**config.mk**
```make
export PLATFORM = sky130hd
export DESIGN_NAME = rep_string_sequencer
export DESIGN_NICKNAME = d
export VERILOG_FILES = /design/src/rtl/rep_string_sequencer.sv
export SDC_FILE = /design/constraint.sdc
export NUM_CORES = 1
export LEC_CHECK = 0
export CAP_MARGIN = 20
export CELL_PAD_IN_SITES_DETAIL_PLACEMENT = 1
export CELL_PAD_IN_SITES_GLOBAL_PLACEMENT = 2
export CORE_MARGIN = 2
export CORE_UTILIZATION = 25
export CTS_CLUSTER_DIAMETER = 150
export DETAILED_ROUTE_END_ITERATION = 7
export PLACE_DENSITY_LB_ADDON = 0.1
export SETUP_SLACK_MARGIN = 0.5
export SLEW_MARGIN = 5
export SYNTH_ARGS = -nofsm -noshare
export SYNTH_HDL_FRONTEND = slang
export SYNTH_SLANG_ARGS = --single-unit
```
**constraint.sdc**
```tcl
create_clock -name clk -period 6 [get_ports clk]
set_input_delay 1.2 -clock clk [delete_from_list [all_inputs] [get_ports clk]]
set_output_delay 1.2 -clock clk [all_outputs]
set_load 0.05 [all_outputs]
```
**src/rtl/rep_string_sequencer.sv**
```systemverilog
// Iterates one decoded MOVS (optionally REP-prefixed) into per-iteration issues to execute,
// stepping ESI/EDI and counting ECX down, with flush and interrupt-boundary exit.
module rep_string_sequencer #(
    parameter int unsigned CNT_W  = 32,
    parameter int unsigned ADDR_W = 32
) (
    input  logic              clk,
    input  logic              rst,
    input  logic              flush,
    input  logic              in_valid,
    output logic              in_ready,
    input  logic              in_is_rep,
    input  logic [1:0]        in_opsize,
    input  logic              in_df,
    input  logic [CNT_W-1:0]  in_ecx,
    input  logic [ADDR_W-1:0] in_esi,
    input  logic [ADDR_W-1:0] in_edi,
    input  logic              int_pending,
    output logic              iss_valid,
    input  logic              iss_ready,
    output logic [ADDR_W-1:0] iss_esi,
    output logic [ADDR_W-1:0] iss_edi,
    output logic [CNT_W-1:0]  iss_ecx,
    output logic [1:0]        iss_opsize,
    output logic              iss_last,
    output logic              iss_skip,
    output logic              stall_out,
    output logic              resume_valid,
    output logic [CNT_W-1:0]  resume_ecx,
    output logic [ADDR_W-1:0] resume_esi,
    output logic [ADDR_W-1:0] resume_edi
);

    typedef enum logic [1:0] {IDLE, ISSUE, RESUME} state_t;

    state_t            state_reg;
    logic              is_rep_reg;
    logic              df_reg;
    logic [1:0]        opsize_reg;
    logic [CNT_W-1:0]  ecx_reg;
    logic [ADDR_W-1:0] esi_reg;
    logic [ADDR_W-1:0] edi_reg;

    logic [ADDR_W-1:0] step_mag;
    logic [ADDR_W-1:0] step;
    logic              ecx_zero;
    logic [CNT_W-1:0]  ecx_dec;
    logic              cur_last;
    logic              cur_skip;

    // Step magnitude is a one-hot in bits 0..3 selected by opsize (1/2/4/8 bytes).
    genvar gi;
    generate
        for (gi = 0; gi < ADDR_W; gi++) begin : g_step
            if (gi < 4) begin : g_low
                assign step_mag[gi] = (opsize_reg == 2'(gi));
            end else begin : g_high
                assign step_mag[gi] = 1'b0;
            end
        end
    endgenerate

    assign step     = df_reg ? (~step_mag + ADDR_W'(1)) : step_mag;
    assign ecx_zero = (ecx_reg == '0);
    assign ecx_dec  = ecx_reg - CNT_W'(1);
    assign cur_skip = is_rep_reg & ecx_zero;
    assign cur_last = ~is_rep_reg | ecx_zero | (ecx_reg == CNT_W'(1));

    always_ff @(posedge clk) begin
        if (rst) begin
            state_reg  <= IDLE;
            is_rep_reg <= 1'b0;
            df_reg     <= 1'b0;
            opsize_reg <= 2'd0;
            ecx_reg    <= '0;
            esi_reg    <= '0;
            edi_reg    <= '0;
        end else if (flush) begin
            state_reg <= IDLE;
        end else begin
            case (state_reg)
                IDLE: begin
                    if (in_valid) begin
                        is_rep_reg <= in_is_rep;
                        df_reg     <= in_df;
                        opsize_reg <= in_opsize;
                        ecx_reg    <= in_ecx;
                        esi_reg    <= in_esi;
                        edi_reg    <= in_edi;
                        state_reg  <= ISSUE;
                    end
                end
                ISSUE: begin
                    if (iss_ready) begin
                        // A skipped REP (ECX=0) moves nothing, so pointers stay put.
                        if (!cur_skip) begin
                            esi_reg <= esi_reg + step;
                            edi_reg <= edi_reg + step;
                        end
                        if (is_rep_reg && !ecx_zero) begin
                            ecx_reg <= ecx_dec;
                        end
                        if (cur_last) begin
                            state_reg <= IDLE;
                        end else if (int_pending) begin
                            state_reg <= RESUME;
                        end
                    end
                end
                RESUME: state_reg <= IDLE;
                default: state_reg <= IDLE;
            endcase
        end
    end

    assign in_ready     = (state_reg == IDLE);
    assign stall_out    = (state_reg != IDLE);
    assign iss_valid    = (state_reg == ISSUE);
    assign iss_esi      = esi_reg;
    assign iss_edi      = edi_reg;
    assign iss_ecx      = (is_rep_reg && !ecx_zero) ? ecx_dec : ecx_reg;
    assign iss_opsize   = opsize_reg;
    assign iss_last     = cur_last;
    assign iss_skip     = cur_skip;
    // Registers already hold the post-update values while in RESUME.
    assign resume_valid = (state_reg == RESUME);
    assign resume_ecx   = ecx_reg;
    assign resume_esi   = esi_reg;
    assign resume_edi   = edi_reg;

endmodule

```
Yosys cells after proc, flatten, opt, wreduce, memory -nomap -nowiden --
Index checks and enable logic that the tools add are counted.
Storage, ports and cells: bits in registers 102, latch bits 0, memory bits (writable) 0, bits in read-only memories 0, input bits 106, word-level logic and storage cells 57, memories kept 0
Cells by class: add/sub/neg operators 4, multipliers 0, divide/modulo/power cells 0, order comparisons 0, equality and inequality tests 10, shifts and indexed selects 0, muxes and demuxes 18, bitwise gates (word level) 6, reduce and logical (&&, ||, !) cells 12
Operator list (count):
- 32-bit 2-to-1 mux | 10
- 32-bit one-hot mux with 2 select lines | 3
- 32-bit adder | 2
- 32-bit by 1-bit adder with 32-bit output, second input constant | 1
- 32-bit by 1-bit equality test with 1-bit output, second input constant | 1
- 32-bit zero test | 1
- 4-bit NOT with 32-bit output | 1
- 32-bit by 1-bit subtractor with 32-bit output, second input constant | 1
- 2-bit 2-to-1 mux | 4
- 2-bit equality test, second input constant | 3
- 3-bit AND reduction | 2
- 5-bit AND reduction | 1
- 2-bit by 1-bit equality test with 1-bit output, second input constant | 2
- 2-bit zero test | 2
- 2-bit != test, second input constant | 2
- 2-bit one-hot mux with 2 select lines | 1
- 4-bit AND reduction | 1
- 2-bit nonzero test | 2
- 3-bit by 2-bit != test with 1-bit output, second input constant | 1
- 2-bit by 1-bit != test with 1-bit output, second input constant | 1
- 1-bit NOT | 2
- 1-bit bitwise OR | 2
- 2-bit OR reduction | 1
- 1-bit bitwise AND | 1
- other kinds (2) | 2

Longest topological paths before layout --
word-level depth 8, mapped depth 14

Worst setup path before layout --
No wires, ideal clock.
path kind reg-to-output, from reg ecx_reg[18], in the netlist resume_ecx[18], to out iss_ecx[11], arrival 3.637 ns, path slack 1.163 ns, stages on the path, launching flop included 10, buffers on the path 2, path through dfxtp_1 > clkbuf_1 > or4_1 > or4_1 > or4b_1 > nand4_1 > or3_1 > buf_2 > nor3_1 > xor2_1
On the way: cells in the longest elaborated chain, start to end 4
Ends and longest elaborated chain:
- from (decl) | line 40 | logic [CNT_W-1:0] ecx_reg;
- from (signal assigned) | line 87 | ecx_reg <= in_ecx;
- 32-bit zero test | line 64 | assign ecx_zero = (ecx_reg == '0);
- 1-bit zero test | line 121 | assign iss_ecx = (is_rep_reg && !ecx_zero) ? ecx_dec : ecx_reg;
- 1-bit logical AND | line 121
- 32-bit 2-to-1 mux
- to (decl) | line 23 | output logic [CNT_W-1:0] iss_ecx,
Every way passes these cells.

Final worst setup path --
from reg ecx_reg[4], in the netlist resume_ecx[4], to out iss_ecx[15]
On the way: cells in the longest elaborated chain, start to end 4, elaborated cells on any way between the ends 5, classes of those cells add/sub: 1; mux: 1; reduce/logical: 3
Ends and longest elaborated chain:
- parallel branches: the longest is 3 deep, another holds 32-bit by 1-bit subtractor with 32-bit output
- 32-bit 2-to-1 mux (*)
Every way passes the cells marked *.

==> results.json <==
{
  "drtIter0Drc": 331,
  "report.final.slew_viol_count": 0,
  "fin_worst_skew_ns": 0.009225,
  "max_freq_mhz": 187.0,
  "reg2reg_slack_ns": 1.55,
  "setup_tns_ns": 0,
  "dpl.hpwl_mm": 25.60,
  "grt_overflow": 0,
  "critical_path_required_ns": 4.80,
  "holdBufCountCts": 0,
  "wire_per_inst_microns": 18.76,
  "grt.busiest_layer": "met2",
  "fp.dieW_microns": 191.6,
  "die_y_microns": 191.6,
  "ir_drop_mv": 0.1265,
  "powerDensity_mw_per_mm2": 204.0,
  "max_cap_viol_count": 0,
  "insertion_delay_ns": 0.37,
  "nets": 1584,
  "yosys.area.top_type": "dfxtp_1",
  "yosysSeqAreaShare_pct": 23.21,
  "grt_setup_unrepaired": "true",
  "htreeDepth": 3,
  "grt_pass1_vias": 9597,
  "netlist_area_sq_mm": 0.008797,
  "cts.sink_count": 102,
  "crit_type": "flip-flop to output port",
  "synth_area_per_cell_sq_um": 7.235,
  "antenna_cells": 0,
  "drc": 0,
  "clkSlewWorstSetupHoldPaths_ns": 0.08,
  "yosysMostFrequentCell": "nor2_1",
  "rows": 68,
  "dieArea_sq_mm": 0.03670,
  "root_buffer": "clkbuf_16",
  "synth_area_leaders": "dfxtp_1, ha_1, nor2_1",
  "tritoncts": "yes",
  "start_util_pct": 25.40,
  "grt_antenna_before_repair": 1,
  "leakage_nw": 4.765,
  "synth_common_cells": "nor2_1, nand2_1, dfxtp_1",
  "syn_to_final_growth_pct": 37.39,
  "status": "complete, no violations",
  "crit_arrival_ns": 4.15,
  "hold_viol_final": 0,
  "ys_ff_latch": 102,
  "totalWireLength_mm": 35.10,
  "vias": 9478,
  "grt_pass1_wl_mm": 54.90,
  "hold_depth": 2,
  "cp-start-kind": "flip-flop",
  "gp_congestion": 0.7956,
  "met3_usage_pct": 2.960,
  "clk_path_buf_depth": 2,
  "cts_buffers": 9,
  "cp_max_fo": 8,
  "synth_edf_count": 0,
  "end_kind": "output port",
  "async_flop_share_pct": 0,
  "syn_inst": 1216,
  "synth.net_count": 1389,
  "yosysWarnings": 0,
  "layout-drive-gt1-share_pct": 3.178,
  "period_needed_ns": 5.347,
  "reg2reg_depth": 12,
  "core_area_sq_mm": 0.03463,
  "hp-class": "flip-flop to flip-flop",
  "slew_headroom_pct": 42.52,
  "io_pins": 306,
  "setup_violations": 0,
  "met2_usage_pct": 31.98,
  "tightest_slew_ns": 0.8549,
  "port_buffers": 305,
  "fin_crit_sh_pct": 89.11,
  "grtUsageMet1_pct": 25.65,
  "final_util_pct": 34.90,
  "track_usage_pct": 18.94,
  "synthFlopType": "dfxtp_1",
  "ant_nets": 0,
  "grt_max_degree": 70,
  "netlist-cell-type-count": 66,
  "drt_pass1_iterations": 4,
  "viasPerCell": 5.066,
  "synth_top_area_share_pct": 23.21
}
==> per-layer routing <==
metal / routed length (microns) / share of wire (%) / up-vias
met2: 16450 / 47 / 205
met5: 13 / 0.037 / -
met4: 204 / 0.58 / 2
met3: 1555 / 4.4 / 12
li1: - / - / 4717
met1: 16880 / 48 / 4542
==> worst paths after layout <==
path,from,end
max,resume_ecx[4],iss_ecx[15]
max reg2reg,df_reg,iss_edi[27]
min reg2reg,iss_edi[22],iss_edi[22]
min,iss_edi[22],iss_edi[22]
==> area by class of cell <==
cell class / count / area [sq um]
fillers: 4235 / 22540
multi-input cells: 954 / 5947
repair buffers: 316 / 3129
flip-flops and latches: 102 / 2043
well taps: 455 / 569.3
clock buffers: 11 / 232.7
inverters: 28 / 105.1
clock inverters: 5 / 60.06
==> critical path, cell delays in order, from the launching register on <==
cell	delay, ns
dfxtp_1	0.41
or4_4	0.59
or4_1	0.66
or4b_1	0.67
nand4_1	0.29
or3_1	0.21
xnor2_1	0.12
clkdlybuf4s50_1	0.82
==> repair_timing <==
action	CTS	global route
resized for setup	4	5
endpoints found under the setup margin	4	4
buffers inserted	0	0
gates cloned	0	0
==> power by group <==
group	internal, W	switching [W]
sequential	0.000723	0.0000692
clock	0.000326	0.000304
combinational	0.000377	0.000668
total	0.00143	0.00104
==> logic make-up (layout without fill, tap and decap cells) <==
| family | after synthesis | count (layout) | synth area share [%] |
|---|---|---|---|
| xor+xnor | 65 | 65 | 6.471 |
| fa+ha+maj | 67 | 67 | 9.700 |
| flops | 102 | 102 | 23.21 |
| simple gates | 456 | 456 | 23.82 |
| compound gates | 357 | 357 | 26.10 |
| mux | 9 | 9 | 1.038 |
| buf+inv | 160 | 360 | 9.657 |
==> through the flow <==
step | hold WS (ns) | cell area (sq um) | worst slack (ns) | total power, W | cells
after global routing | 0.5481 | 12090 | 0.4964 | 0.002612 | 1871
after CTS | 0.5272 | 12080 | 0.5497 | 0.002513 | 1871
after global placement | 0.4995 | 11790 | 0.8564 | 0.001859 | 1855
after detailed placement | 0.5128 | 11790 | 0.7876 | 0.001863 | 1855
after floorplan | 0.4964 | 8797 | 1.163 | 0.001519 | 1216
final | 0.5164 | 12090 | 0.6534 | 0.002466 | 1871
==> cell usage in the layout, fill, tap and decap left out, types with 39 or more instances in the layout <==
cell type	Yosys	layout
xnor2_1	39	39
nor2_1	156	156
dfxtp_1	102	101
nand2_1	129	129
ha_1	65	65
nor3_1	52	51
clkdlybuf4s50_1	0	298
o21ai_0	75	75
a21oi_1	99	98
Note: power is estimated with default switching activity, not from simulation.
